## src/rtl/alu_accum_sequencer.sv

```systemverilog
`default_nettype none
// ============================================================================
// Module      : alu_accum_sequencer
// Description : Command sequencer around an external adder/subtractor. It holds
//               the accumulator and the C/V/Z/N flags, and pulses done when a
//               command retires. Optional macro ALU_ACCUM_SATURATE_EN makes
//               signed overflow saturate instead of wrap.
// Revision    : 1.0 - initial release
// ============================================================================
module alu_accum_sequencer #(
    parameter int WIDTH = 16
) (
    input  logic             clk,
    input  logic             rst,
    input  logic             cmd_valid,
    output logic             cmd_ready,
    input  logic [1:0]       cmd_op,
    input  logic [WIDTH-1:0] cmd_data,
    output logic [WIDTH-1:0] add_a,
    output logic [WIDTH-1:0] add_b,
    output logic             add_op,
    input  logic [WIDTH-1:0] add_s,
    input  logic             add_c,
    input  logic             add_v,
    output logic [WIDTH-1:0] acc,
    output logic             flag_c,
    output logic             flag_v,
    output logic             flag_z,
    output logic             flag_n,
    output logic             done
);

    localparam logic [1:0] C_OP_CLR  = 2'b00;
    localparam logic [1:0] C_OP_LOAD = 2'b01;
    localparam logic [1:0] C_OP_ADD  = 2'b10;
    localparam logic [1:0] C_OP_SUB  = 2'b11;

    typedef enum logic [1:0] {
        S_IDLE = 2'd0,
        S_EXEC = 2'd1,
        S_DONE = 2'd2
    } state_t;

    state_t           r_state;
    state_t           w_state_next;
    logic [1:0]       r_op;
    logic [WIDTH-1:0] r_operand;
    logic [WIDTH-1:0] r_acc;
    logic             r_flag_c;
    logic             r_flag_v;
    logic             w_accept;
    logic [WIDTH-1:0] w_arith;
    logic [WIDTH-1:0] w_acc_next;
    logic             w_c_next;
    logic             w_v_next;

    assign cmd_ready = (r_state == S_IDLE);
    assign w_accept  = cmd_valid && cmd_ready;
    assign done      = (r_state == S_DONE);

    // The adder is driven from registers only, so its inputs are stable for the whole EXEC cycle.
    assign add_a  = r_acc;
    assign add_b  = r_operand;
    assign add_op = (r_op == C_OP_SUB);

    assign acc    = r_acc;
    assign flag_c = r_flag_c;
    assign flag_v = r_flag_v;
    assign flag_z = (r_acc == '0);
    assign flag_n = r_acc[WIDTH-1];

`ifdef ALU_ACCUM_SATURATE_EN
    // Overflow direction follows the sign of the accumulator before the operation.
    always_comb begin
        w_arith = add_s;
        if (add_v) begin
            w_arith = r_acc[WIDTH-1] ? {1'b1, {(WIDTH-1){1'b0}}}
                                     : {1'b0, {(WIDTH-1){1'b1}}};
        end
    end
`else
    assign w_arith = add_s;
`endif

    always_comb begin
        w_state_next = r_state;
        case (r_state)
            S_IDLE:  if (w_accept) w_state_next = S_EXEC;
            S_EXEC:  w_state_next = S_DONE;
            S_DONE:  w_state_next = S_IDLE;
            default: w_state_next = S_IDLE;
        endcase
    end

    always_comb begin
        w_acc_next = '0;
        w_c_next   = 1'b0;
        w_v_next   = 1'b0;
        case (r_op)
            C_OP_CLR:  w_acc_next = '0;
            C_OP_LOAD: w_acc_next = r_operand;
            C_OP_ADD, C_OP_SUB: begin
                w_acc_next = w_arith;
                w_c_next   = add_c;
                w_v_next   = add_v;
            end
            default:   w_acc_next = '0;
        endcase
    end

    always_ff @(posedge clk) begin
        if (rst) begin
            r_state   <= S_IDLE;
            r_op      <= C_OP_CLR;
            r_operand <= '0;
            r_acc     <= '0;
            r_flag_c  <= 1'b0;
            r_flag_v  <= 1'b0;
        end else begin
            r_state <= w_state_next;
            if (w_accept) begin
                r_op      <= cmd_op;
                r_operand <= cmd_data;
            end
            if (r_state == S_EXEC) begin
                r_acc    <= w_acc_next;
                r_flag_c <= w_c_next;
                r_flag_v <= w_v_next;
            end
        end
    end

endmodule
`default_nettype wire

```

## config.mk

```make
export PLATFORM = sky130hd
export DESIGN_NAME = alu_accum_sequencer
export DESIGN_NICKNAME = d
export VERILOG_FILES = /design/src/rtl/alu_accum_sequencer.sv
export SDC_FILE = /design/constraint.sdc
export NUM_CORES = 1
export LEC_CHECK = 0
export ABC_CLOCK_PERIOD_IN_PS = 1400
export CORE_ASPECT_RATIO = 0.7
export CORE_MARGIN = 2
export CORE_UTILIZATION = 35
export CTS_CLUSTER_DIAMETER = 30
export CTS_CLUSTER_SIZE = 40
export DETAILED_ROUTE_END_ITERATION = 8
export PLACE_DENSITY_LB_ADDON = 0.15
export SLEW_MARGIN = 20
export SYNTH_ARGS = -nofsm -noshare
export SYNTH_HDL_FRONTEND = slang
export SYNTH_SLANG_ARGS = --single-unit
export TNS_END_PERCENT = 30
```

## constraint.sdc

```tcl
create_clock -name clk -period 1.4 [get_ports clk]
set_clock_uncertainty 0.1 [all_clocks]
set_input_delay 0.42 -clock clk [delete_from_list [all_inputs] [get_ports clk]]
set_output_delay 0.42 -clock clk [all_outputs]
set_load 0.02 [all_outputs]
```

==> impl_metrics.prom, run 1 <==
# TYPE chip_impl_metric gauge
chip_impl_info{name="status",value="finished with violations"} 1
chip_impl_info{name="violations",value="negative setup slack"} 1
chip_impl_metric{name="postSynthAreaPerCell",unit="um2"} 9.55
chip_impl_metric{name="final_layout_size_suffix_gt1_share",unit="%"} 48.1
chip_impl_metric{name="setup.reg_to_reg.worst_slack",unit="ps"} -20
chip_impl_metric{name="setup_viol",unit=""} 20
chip_impl_metric{name="coreArea",unit="mm2"} 0.00443
chip_impl_info{name="start_kind",value="flop"} 1
chip_impl_metric{name="cts_hold_buffers",unit=""} 0
chip_impl_metric{name="final_critical_path_setup_slack",unit="ps"} -390
chip_impl_metric{name="detail-route-antenna-nets",unit=""} 0
chip_impl_metric{name="cts_htree_levels",unit=""} 2
chip_impl_info{name="most-common-layout-cells",value="52 x sky130_fd_sc_hd__buf_6, 37 x sky130_fd_sc_hd__clkdlybuf4s50_1, 36 x sky130_fd_sc_hd__nor2_1"} 1
chip_impl_info{name="synth_top_area_cells",value="sky130_fd_sc_hd__dfxtp_1 46%, sky130_fd_sc_hd__mux2i_1 11%, sky130_fd_sc_hd__buf_4 9.5%"} 1
chip_impl_metric{name="cap_viol_max_count",unit=""} 0
chip_impl_metric{name="grt_antenna_before_repair",unit=""} 0
chip_impl_metric{name="ys.warnings.count",unit=""} 0
chip_impl_metric{name="groute.usage.overall",unit="%"} 19.5
chip_impl_metric{name="critPathRequiredTime",unit="ps"} 880
chip_impl_info{name="cp_endpoint",value="flag_z"} 1
chip_impl_metric{name="grt_start_max_net_pins",unit=""} 39
chip_impl_metric{name="antenna-diode-count",unit=""} 0
chip_impl_metric{name="ff2ff_path_depth",unit=""} 6
chip_impl_metric{name="viasPerCell",unit=""} 4.85
chip_impl_metric{name="seqPwrFrac",unit="%"} 41.7
chip_impl_metric{name="total_leakage_power",unit="nW"} 1.38
chip_impl_metric{name="switching_power_share_of_the_total",unit="%"} 29.1
chip_impl_metric{name="die_area",unit="mm2"} 0.00529
chip_impl_metric{name="via_count_of_the_first_global_routing_pass",unit=""} 1558
chip_impl_metric{name="post_synth_instance_area",unit="mm2"} 0.00165
chip_impl_metric{name="clock_tree.buffer_depth",unit=""} 2
chip_impl_metric{name="start_util",unit="%"} 37.3
chip_impl_metric{name="crit_arrival",unit="ps"} 1270
chip_impl_metric{name="floorplan.die.width",unit="um"} 86.1
chip_impl_metric{name="number_of_clock_buffers_inserted_by_tritoncts",unit=""} 5
chip_impl_metric{name="dr.pass1.iters",unit=""} 6
chip_impl_metric{name="place.port_buffers",unit=""} 93
chip_impl_metric{name="pwr-share-clk",unit="%"} 26.8
chip_impl_metric{name="drv_slew",unit=""} 0
chip_impl_metric{name="synthCells",unit=""} 173
chip_impl_metric{name="placementRows",unit=""} 20
chip_impl_metric{name="peak_fanout_along_the_critical_path",unit=""} 2
chip_impl_metric{name="final_util",unit="%"} 68.1
chip_impl_metric{name="synth-seq-cells",unit=""} 38
chip_impl_metric{name="final-hold-violation-count",unit=""} 0
chip_impl_metric{name="clkTransAtPathRegs",unit="ps"} 70
chip_impl_metric{name="gr-total-overflow",unit=""} 0
chip_impl_info{name="min-delay-path-class",value="flop to flop"} 1
chip_impl_metric{name="synth.distinct_cells",unit=""} 23
chip_impl_metric{name="dieHeight",unit="um"} 61.5
chip_impl_metric{name="cellInternalPower",unit="mW"} 2.05
chip_impl_metric{name="ios",unit=""} 94
chip_impl_metric{name="syn_nets",unit=""} 212
chip_impl_info{name="final_common_cell",value="sky130_fd_sc_hd__buf_6"} 1
chip_impl_metric{name="finalWorstPathRequiredPeriod",unit="ps"} 1790
chip_impl_info{name="worst_setup_path_startpoint",value="acc[10]$_SDFFE_PP0N_"} 1
chip_impl_metric{name="slew_headroom",unit="%"} 69.2
chip_impl_metric{name="detail_route.wl_per_cell",unit="um"} 15.2
chip_impl_metric{name="dp_worst_setup_slack",unit="ps"} -637
chip_impl_metric{name="proportion_of_power_drawn_by_combinational_gates",unit="%"} 31.4
chip_impl_metric{name="area_growth_syn_to_layout",unit="%"} 82.7
chip_impl_metric{name="worst_slew_pin_slew",unit="ps"} 461
chip_impl_info{name="critical_path.reg2reg.endpoint",value="add_b[14]$_SDFFE_PP0P_"} 1
chip_impl_info{name="unrepaired_setup_endpoints_after_global_routing",value="true"} 1
chip_impl_info{name="clock-root-buffer",value="sky130_fd_sc_hd__clkbuf_8"} 1
chip_impl_metric{name="worst_skew_pair.late_latency",unit="ps"} 290
chip_impl_info{name="reg_to_reg_critical_path_startpoint",value="r_state[0]$_SDFFE_PP0P_"} 1
chip_impl_metric{name="grt_first_pass_wirelength",unit="mm"} 7.80
chip_impl_metric{name="gp_routability_congestion",unit=""} 0.740
chip_impl_metric{name="detailroute.via_count",unit=""} 1670
chip_impl_metric{name="p_sw",unit="mW"} 0.843
chip_impl_metric{name="place_hpwl",unit="mm"} 3.73
chip_impl_metric{name="drt_drc_violations_left",unit=""} 0
chip_impl_metric{name="clock-sinks",unit=""} 38
chip_impl_metric{name="dr.first_iter.drc_count",unit=""} 41
chip_impl_info{name="worstSetupEndpointType",value="primary output"} 1
chip_impl_metric{name="fmax",unit="GHz"} 0.559
chip_impl_metric{name="synth_top_area_share",unit="%"} 46.1
chip_impl_metric{name="powerDensity",unit="mW/mm2"} 960
chip_impl_metric{name="fin_hold_ws",unit="ps"} 349
chip_impl_info{name="timing_worst_setup_path_type",value="flop to primary output"} 1
chip_impl_metric{name="synth_seq_area_share",unit="%"} 46.1
chip_impl_info{name="tritoncts_clock_tree",value="done"} 1
chip_impl_metric{name="postRouteWirelength",unit="mm"} 5.23
chip_impl_info{name="yosysTopAreaCell",value="sky130_fd_sc_hd__dfxtp_1"} 1
chip_impl_metric{name="fin_nets",unit=""} 327
chip_impl_metric{name="peakVddDrop",unit="V"} 0.000555
chip_impl_metric{name="finalCritPeriodShare",unit="%"} 128
[metal layers]
metal	GRT usage (%)	up-vias	part of all wire, %
met2	30.2	62	45
met3	5.90	8	8.0
met1	26.1	780	46
met4	7.48	0	1.2
li1	-	820	-
met5	0	-	0
[flip-flops by register name (all words and copies together), names as in the netlist]
name     count
acc         16
add_b       16
flag_c       1
flag_v       1
r_op         2
r_state      2
[cell type report]
cell class,instances,area [um2]
Clock buffer,7,86.3
Clock inverter,1,5.00
Fill cell,368,1410
Multi-Input combinational cell,104,727
Sequential cell,38,792
Tap cell,55,68.8
Timing Repair Buffer,139,1340
[worst min path at each step]
stage               slack [ps]            startpoint                    to  depth (start not counted)
floorplan                  370  r_op[0]$_SDFFE_PP0P_  r_op[0]$_SDFFE_PP0P_                          2
global placement           340   flag_c$_SDFFE_PP0N_   flag_c$_SDFFE_PP0N_                          2
detailed placement         340   flag_v$_SDFFE_PP0N_   flag_v$_SDFFE_PP0N_                          2
CTS                        350   flag_v$_SDFFE_PP0N_   flag_v$_SDFFE_PP0N_                          2
global route               390   flag_v$_SDFFE_PP0N_   flag_v$_SDFFE_PP0N_                          2
finish                     350   flag_v$_SDFFE_PP0N_   flag_v$_SDFFE_PP0N_                          2
[synth_stat cells]
cell,n
sky130_fd_sc_hd__dfxtp_1,38
sky130_fd_sc_hd__nor2_1,36
sky130_fd_sc_hd__buf_4,21
sky130_fd_sc_hd__mux2i_1,18
sky130_fd_sc_hd__nor3_1,16
sky130_fd_sc_hd__a221oi_1,15
sky130_fd_sc_hd__nor4_1,4
sky130_fd_sc_hd__buf_6,3
sky130_fd_sc_hd__nor2b_1,3
sky130_fd_sc_hd__a21oi_1,2
sky130_fd_sc_hd__buf_1,2
sky130_fd_sc_hd__clkbuf_1,2
sky130_fd_sc_hd__nand2_1,2
sky130_fd_sc_hd__nand3_1,2
sky130_fd_sc_hd__a221oi_2,1
sky130_fd_sc_hd__and2_1,1
sky130_fd_sc_hd__and2b_1,1
sky130_fd_sc_hd__and4_1,1
sky130_fd_sc_hd__buf_12,1
sky130_fd_sc_hd__buf_2,1
sky130_fd_sc_hd__clkbuf_2,1
sky130_fd_sc_hd__nand2b_1,1
sky130_fd_sc_hd__nor3b_2,1
[per-stage QoR]
stage,instance area [um2],total power [mW],cells,TNS [ps]
6_report,3020,2.90,344,-629
5_1_grt,3020,3.03,344,-2620
4_1_cts,2860,2.83,341,-711
3_5_place_dp,2800,2.06,333,-16150
3_3_place_gp,2790,2.05,333,-21730
2_1_floorplan,1660,1.64,173,-15.3
[power by group through the flow]
stage	clock [mW]	combinational, mW	sequential, mW
2_1_floorplan	0	0.326	1.31
3_3_place_gp	0	0.840	1.21
3_5_place_dp	0	0.847	1.22
4_1_cts	0.784	0.844	1.20
5_1_grt	0.847	0.966	1.22
6_report	0.777	0.910	1.21
[worst max-delay path: stages, from the launching register on]
cell and delay [ps]:
sky130_fd_sc_hd__dfxtp_4 360, sky130_fd_sc_hd__nor4_4 260, sky130_fd_sc_hd__and4_4 250, sky130_fd_sc_hd__buf_6 110
[kinds of logic (layout without fill, tap and decap cells)]
| kind of cell | count (synthesis) | count (layout) | synth area share (%) |
|---|---|---|---|
| flops | 38 | 38 | 46.1 |
| buf+inv | 31 | 147 | 14.3 |
| simple gates | 68 | 68 | 19.2 |
| compound gates | 18 | 18 | 9.47 |
| mux | 18 | 18 | 10.9 |
[timing repair]
action | CTS | global route
endpoints found under the hold margin | 0 | 0
buffers inserted | 1 | 2
cloned | 0 | 1
endpoints found under the setup margin | 89 | 53
pin swaps | 3 | 6
gates resized for setup | 303 | 31
Note: power is estimated with default switching activity, not from simulation.
==> run 2, diff against run 1 <==
--- a/config.mk
+++ b/config.mk
@@ -13,6 +13,7 @@
 export CTS_CLUSTER_SIZE = 40
 export DETAILED_ROUTE_END_ITERATION = 8
 export PLACE_DENSITY_LB_ADDON = 0.15
+export RECOVER_POWER = 50
 export SLEW_MARGIN = 20
 export SYNTH_ARGS = -nofsm -noshare
 export SYNTH_HDL_FRONTEND = slang
==> run 2 against run 1 <==
Compared with the run above: the flow still finishes with violations (negative setup slack); hold slack better by 3.5 ps; cell count unchanged; sequential power about the same; highest routed layer unchanged; core utilization down 0.28 points; global-route usage unchanged; non-clock buffer count unchanged; worst setup slack better by 0.90 ps; critical path type unchanged; power down 0.21%; critical endpoint unchanged; sequential share of layout area up 0.11 points; sequential cell count unchanged; die area unchanged; clock-buffer cell count unchanged.
==> impl_metrics.prom, run 2 (synthesis gave the netlist of run 1 again) <==
# TYPE chip_impl_metric gauge
chip_impl_metric{name="drv_slew",unit=""} 0
chip_impl_metric{name="number_of_clock_buffers_inserted_by_tritoncts",unit=""} 5
chip_impl_info{name="unrepaired_setup_endpoints_after_global_routing",value="true"} 1
chip_impl_metric{name="area_growth_syn_to_layout",unit="%"} 81.9
chip_impl_metric{name="finalWorstPathRequiredPeriod",unit="ps"} 1790
chip_impl_metric{name="grt_first_pass_wirelength",unit="mm"} 7.80
chip_impl_metric{name="setup_viol",unit=""} 26
chip_impl_metric{name="placementRows",unit=""} 20
chip_impl_metric{name="detailroute.via_count",unit=""} 1673
chip_impl_info{name="min-delay-start",value="flag_v$_SDFFE_PP0N_"} 1
chip_impl_info{name="final_common_cell",value="sky130_fd_sc_hd__buf_6"} 1
chip_impl_metric{name="antenna-diode-count",unit=""} 0
chip_impl_metric{name="floorplan.die.width",unit="um"} 86.1
chip_impl_info{name="timing_worst_setup_path_type",value="flop to primary output"} 1
chip_impl_metric{name="ios",unit=""} 94
chip_impl_metric{name="detail_route.wl_per_cell",unit="um"} 15.2
chip_impl_metric{name="cts_htree_levels",unit=""} 2
chip_impl_metric{name="final-seq-area",unit="um2"} 792
chip_impl_metric{name="critPathRequiredTime",unit="ps"} 880
chip_impl_metric{name="final_util",unit="%"} 67.8
chip_impl_metric{name="fmax",unit="GHz"} 0.559
chip_impl_metric{name="coreArea",unit="mm2"} 0.00443
chip_impl_info{name="min_delay_endpoint",value="flag_v$_SDFFE_PP0N_"} 1
chip_impl_metric{name="place.port_buffers",unit=""} 93
chip_impl_metric{name="clock_tree.buffer_depth",unit=""} 2
chip_impl_info{name="clock-root-buffer",value="sky130_fd_sc_hd__clkbuf_8"} 1
chip_impl_metric{name="dr.pass1.iters",unit=""} 6
chip_impl_metric{name="via_count_of_the_first_global_routing_pass",unit=""} 1558
chip_impl_metric{name="post-layout-total-power",unit="mW"} 2.89
chip_impl_metric{name="ff2ff_path_depth",unit=""} 6
chip_impl_metric{name="viasPerCell",unit=""} 4.86
chip_impl_info{name="crit_path_top_delay_cell",value="sky130_fd_sc_hd__dfxtp_4"} 1
chip_impl_metric{name="groute.usage.overall",unit="%"} 19.5
chip_impl_info{name="crit_chain",value="nor4_4 -> and4_4 -> buf_6"} 1
chip_impl_metric{name="cp_slowest_stage_delay",unit="ps"} 360
chip_impl_metric{name="gp_routability_congestion",unit=""} 0.740
chip_impl_metric{name="dr.first_iter.drc_count",unit=""} 59
chip_impl_info{name="violations",value="negative setup slack"} 1
chip_impl_info{name="most-common-layout-cells",value="52 x sky130_fd_sc_hd__buf_6, 37 x sky130_fd_sc_hd__clkdlybuf4s50_1, 36 x sky130_fd_sc_hd__nor2_1"} 1
chip_impl_metric{name="dr_wl_met3",unit="um"} 412
chip_impl_metric{name="detail-route-antenna-nets",unit=""} 0
chip_impl_info{name="min-delay-path-class",value="flop to flop"} 1
chip_impl_metric{name="grt_start_max_net_pins",unit=""} 39
chip_impl_metric{name="fin_nets",unit=""} 327
chip_impl_info{name="critical_path.reg2reg.endpoint",value="add_b[14]$_SDFFE_PP0P_"} 1
chip_impl_metric{name="final_layout_size_suffix_gt1_share",unit="%"} 48.1
chip_impl_metric{name="detail_route.wirelength.met1",unit="mm"} 2.43
chip_impl_metric{name="dp_worst_setup_slack",unit="ps"} -637
chip_impl_metric{name="final_critical_path_setup_slack",unit="ps"} -389
chip_impl_info{name="routed.top_layer",value="met4"} 1
chip_impl_metric{name="worst_skew_pair.late_latency",unit="ps"} 290
chip_impl_metric{name="dieHeight",unit="um"} 61.5
chip_impl_metric{name="setup.reg_to_reg.worst_slack",unit="ps"} -40
chip_impl_metric{name="postRouteWirelength",unit="mm"} 5.23
chip_impl_metric{name="multi_input_comb_area",unit="um2"} 727
chip_impl_metric{name="min_path_cells",unit=""} 2
chip_impl_metric{name="n_fill_cell",unit=""} 369
chip_impl_info{name="reg_to_reg_critical_path_startpoint",value="r_state[0]$_SDFFE_PP0P_"} 1
chip_impl_metric{name="wl_met2",unit="mm"} 2.32
chip_impl_metric{name="final-hold-violation-count",unit=""} 0
chip_impl_info{name="status",value="finished with violations"} 1
chip_impl_info{name="start_kind",value="flop"} 1
chip_impl_metric{name="fin_hold_ws",unit="ps"} 352
chip_impl_metric{name="grt_antenna_before_repair",unit=""} 0
chip_impl_metric{name="place_hpwl",unit="mm"} 3.73
chip_impl_metric{name="clkTransAtPathRegs",unit="ps"} 70
chip_impl_metric{name="slew_headroom",unit="%"} 69.3
chip_impl_info{name="tritoncts_clock_tree",value="done"} 1
chip_impl_metric{name="powerDensity",unit="mW/mm2"} 962
chip_impl_metric{name="worst_slew_pin_slew",unit="ps"} 460
chip_impl_metric{name="peakVddDrop",unit="V"} 0.000553
chip_impl_metric{name="clock-sinks",unit=""} 38
chip_impl_metric{name="die_area",unit="mm2"} 0.00529
chip_impl_metric{name="crit_arrival",unit="ps"} 1270
chip_impl_metric{name="start_util",unit="%"} 37.3
chip_impl_metric{name="gr-total-overflow",unit=""} 0
chip_impl_info{name="worstSetupEndpointType",value="primary output"} 1
chip_impl_metric{name="cap_viol_max_count",unit=""} 0
chip_impl_metric{name="total_leakage_power",unit="nW"} 1.37
chip_impl_metric{name="finalCritPeriodShare",unit="%"} 128
chip_impl_metric{name="peak_fanout_along_the_critical_path",unit=""} 2
chip_impl_metric{name="drt_drc_violations_left",unit=""} 0
==> run 2: power by group <==
group | switching, mW | internal, mW
Clock | 0.378 | 0.397
Sequential | 0.0538 | 1.16
Combinational | 0.409 | 0.496
==> run 2: worst max path at each step <==
stage	endpoint	start	cells past startpoint	slack, ps
floorplan	flag_z	acc[2]$_SDFFE_PP0N_	2	-20
detailed placement	flag_z	acc[10]$_SDFFE_PP0N_	3	-640
finish	flag_z	acc[10]$_SDFFE_PP0N_	3	-390
global route	flag_z	acc[7]$_SDFFE_PP0N_	3	-420
CTS	flag_z	acc[11]$_SDFFE_PP0N_	3	-410
global placement	flag_z	acc[10]$_SDFFE_PP0N_	3	-630
==> run 2: metrics by stage <==
stage | setup TNS (ps) | cell area [um2] | instances
global placement | -21730 | 2790 | 333
CTS | -711 | 2860 | 341
global route | -2990 | 3000 | 344
floorplan | -15.3 | 1660 | 173
finish | -815 | 3000 | 344
detailed placement | -16150 | 2800 | 333
==> run 2: area by class of cell <==
type / count / share of cell area [%]
multi-input combinational: 104 / 24.2
tap: 55 / 2.29
timing repair buffer: 139 / 44.1
sequential: 38 / 26.4
clock inverter: 1 / 0.167
clock buffer: 7 / 2.87
==> run 2: worst max-delay path, delay by kind of cell, from the launching register on <==
kind / cells / cell delay (ps)
buf+inv: 1 / 110
flops: 1 / 360
simple gates: 2 / 510
==> run 2: repair_timing <==
item                                    CTS  global route
endpoints found under the setup margin   89            53
cloned                                    0             1
hold buffers                              0             0
setup buffers                             1             2
gates resized for setup                 303            31
pin swaps                                 3             6
==> run 2: routing by layer <==
| metal | GRT usage, % | up-vias |
|---|---|---|
| met3 | 5.90 | 8 |
| met5 | 0 | - |
| li1 | - | 820 |
| met4 | 7.48 | 0 |
| met2 | 30.2 | 69 |
| met1 | 26.1 | 776 |
==> run 3, diff against run 2 <==
--- a/config.mk
+++ b/config.mk
@@ -5,7 +5,6 @@
 export SDC_FILE = /design/constraint.sdc
 export NUM_CORES = 1
 export LEC_CHECK = 0
-export ABC_CLOCK_PERIOD_IN_PS = 1400
 export CORE_ASPECT_RATIO = 0.7
 export CORE_MARGIN = 2
 export CORE_UTILIZATION = 35
==> results of run 3 <==
Same layout as run 2: the final DEF is identical, and so are final timing and power.
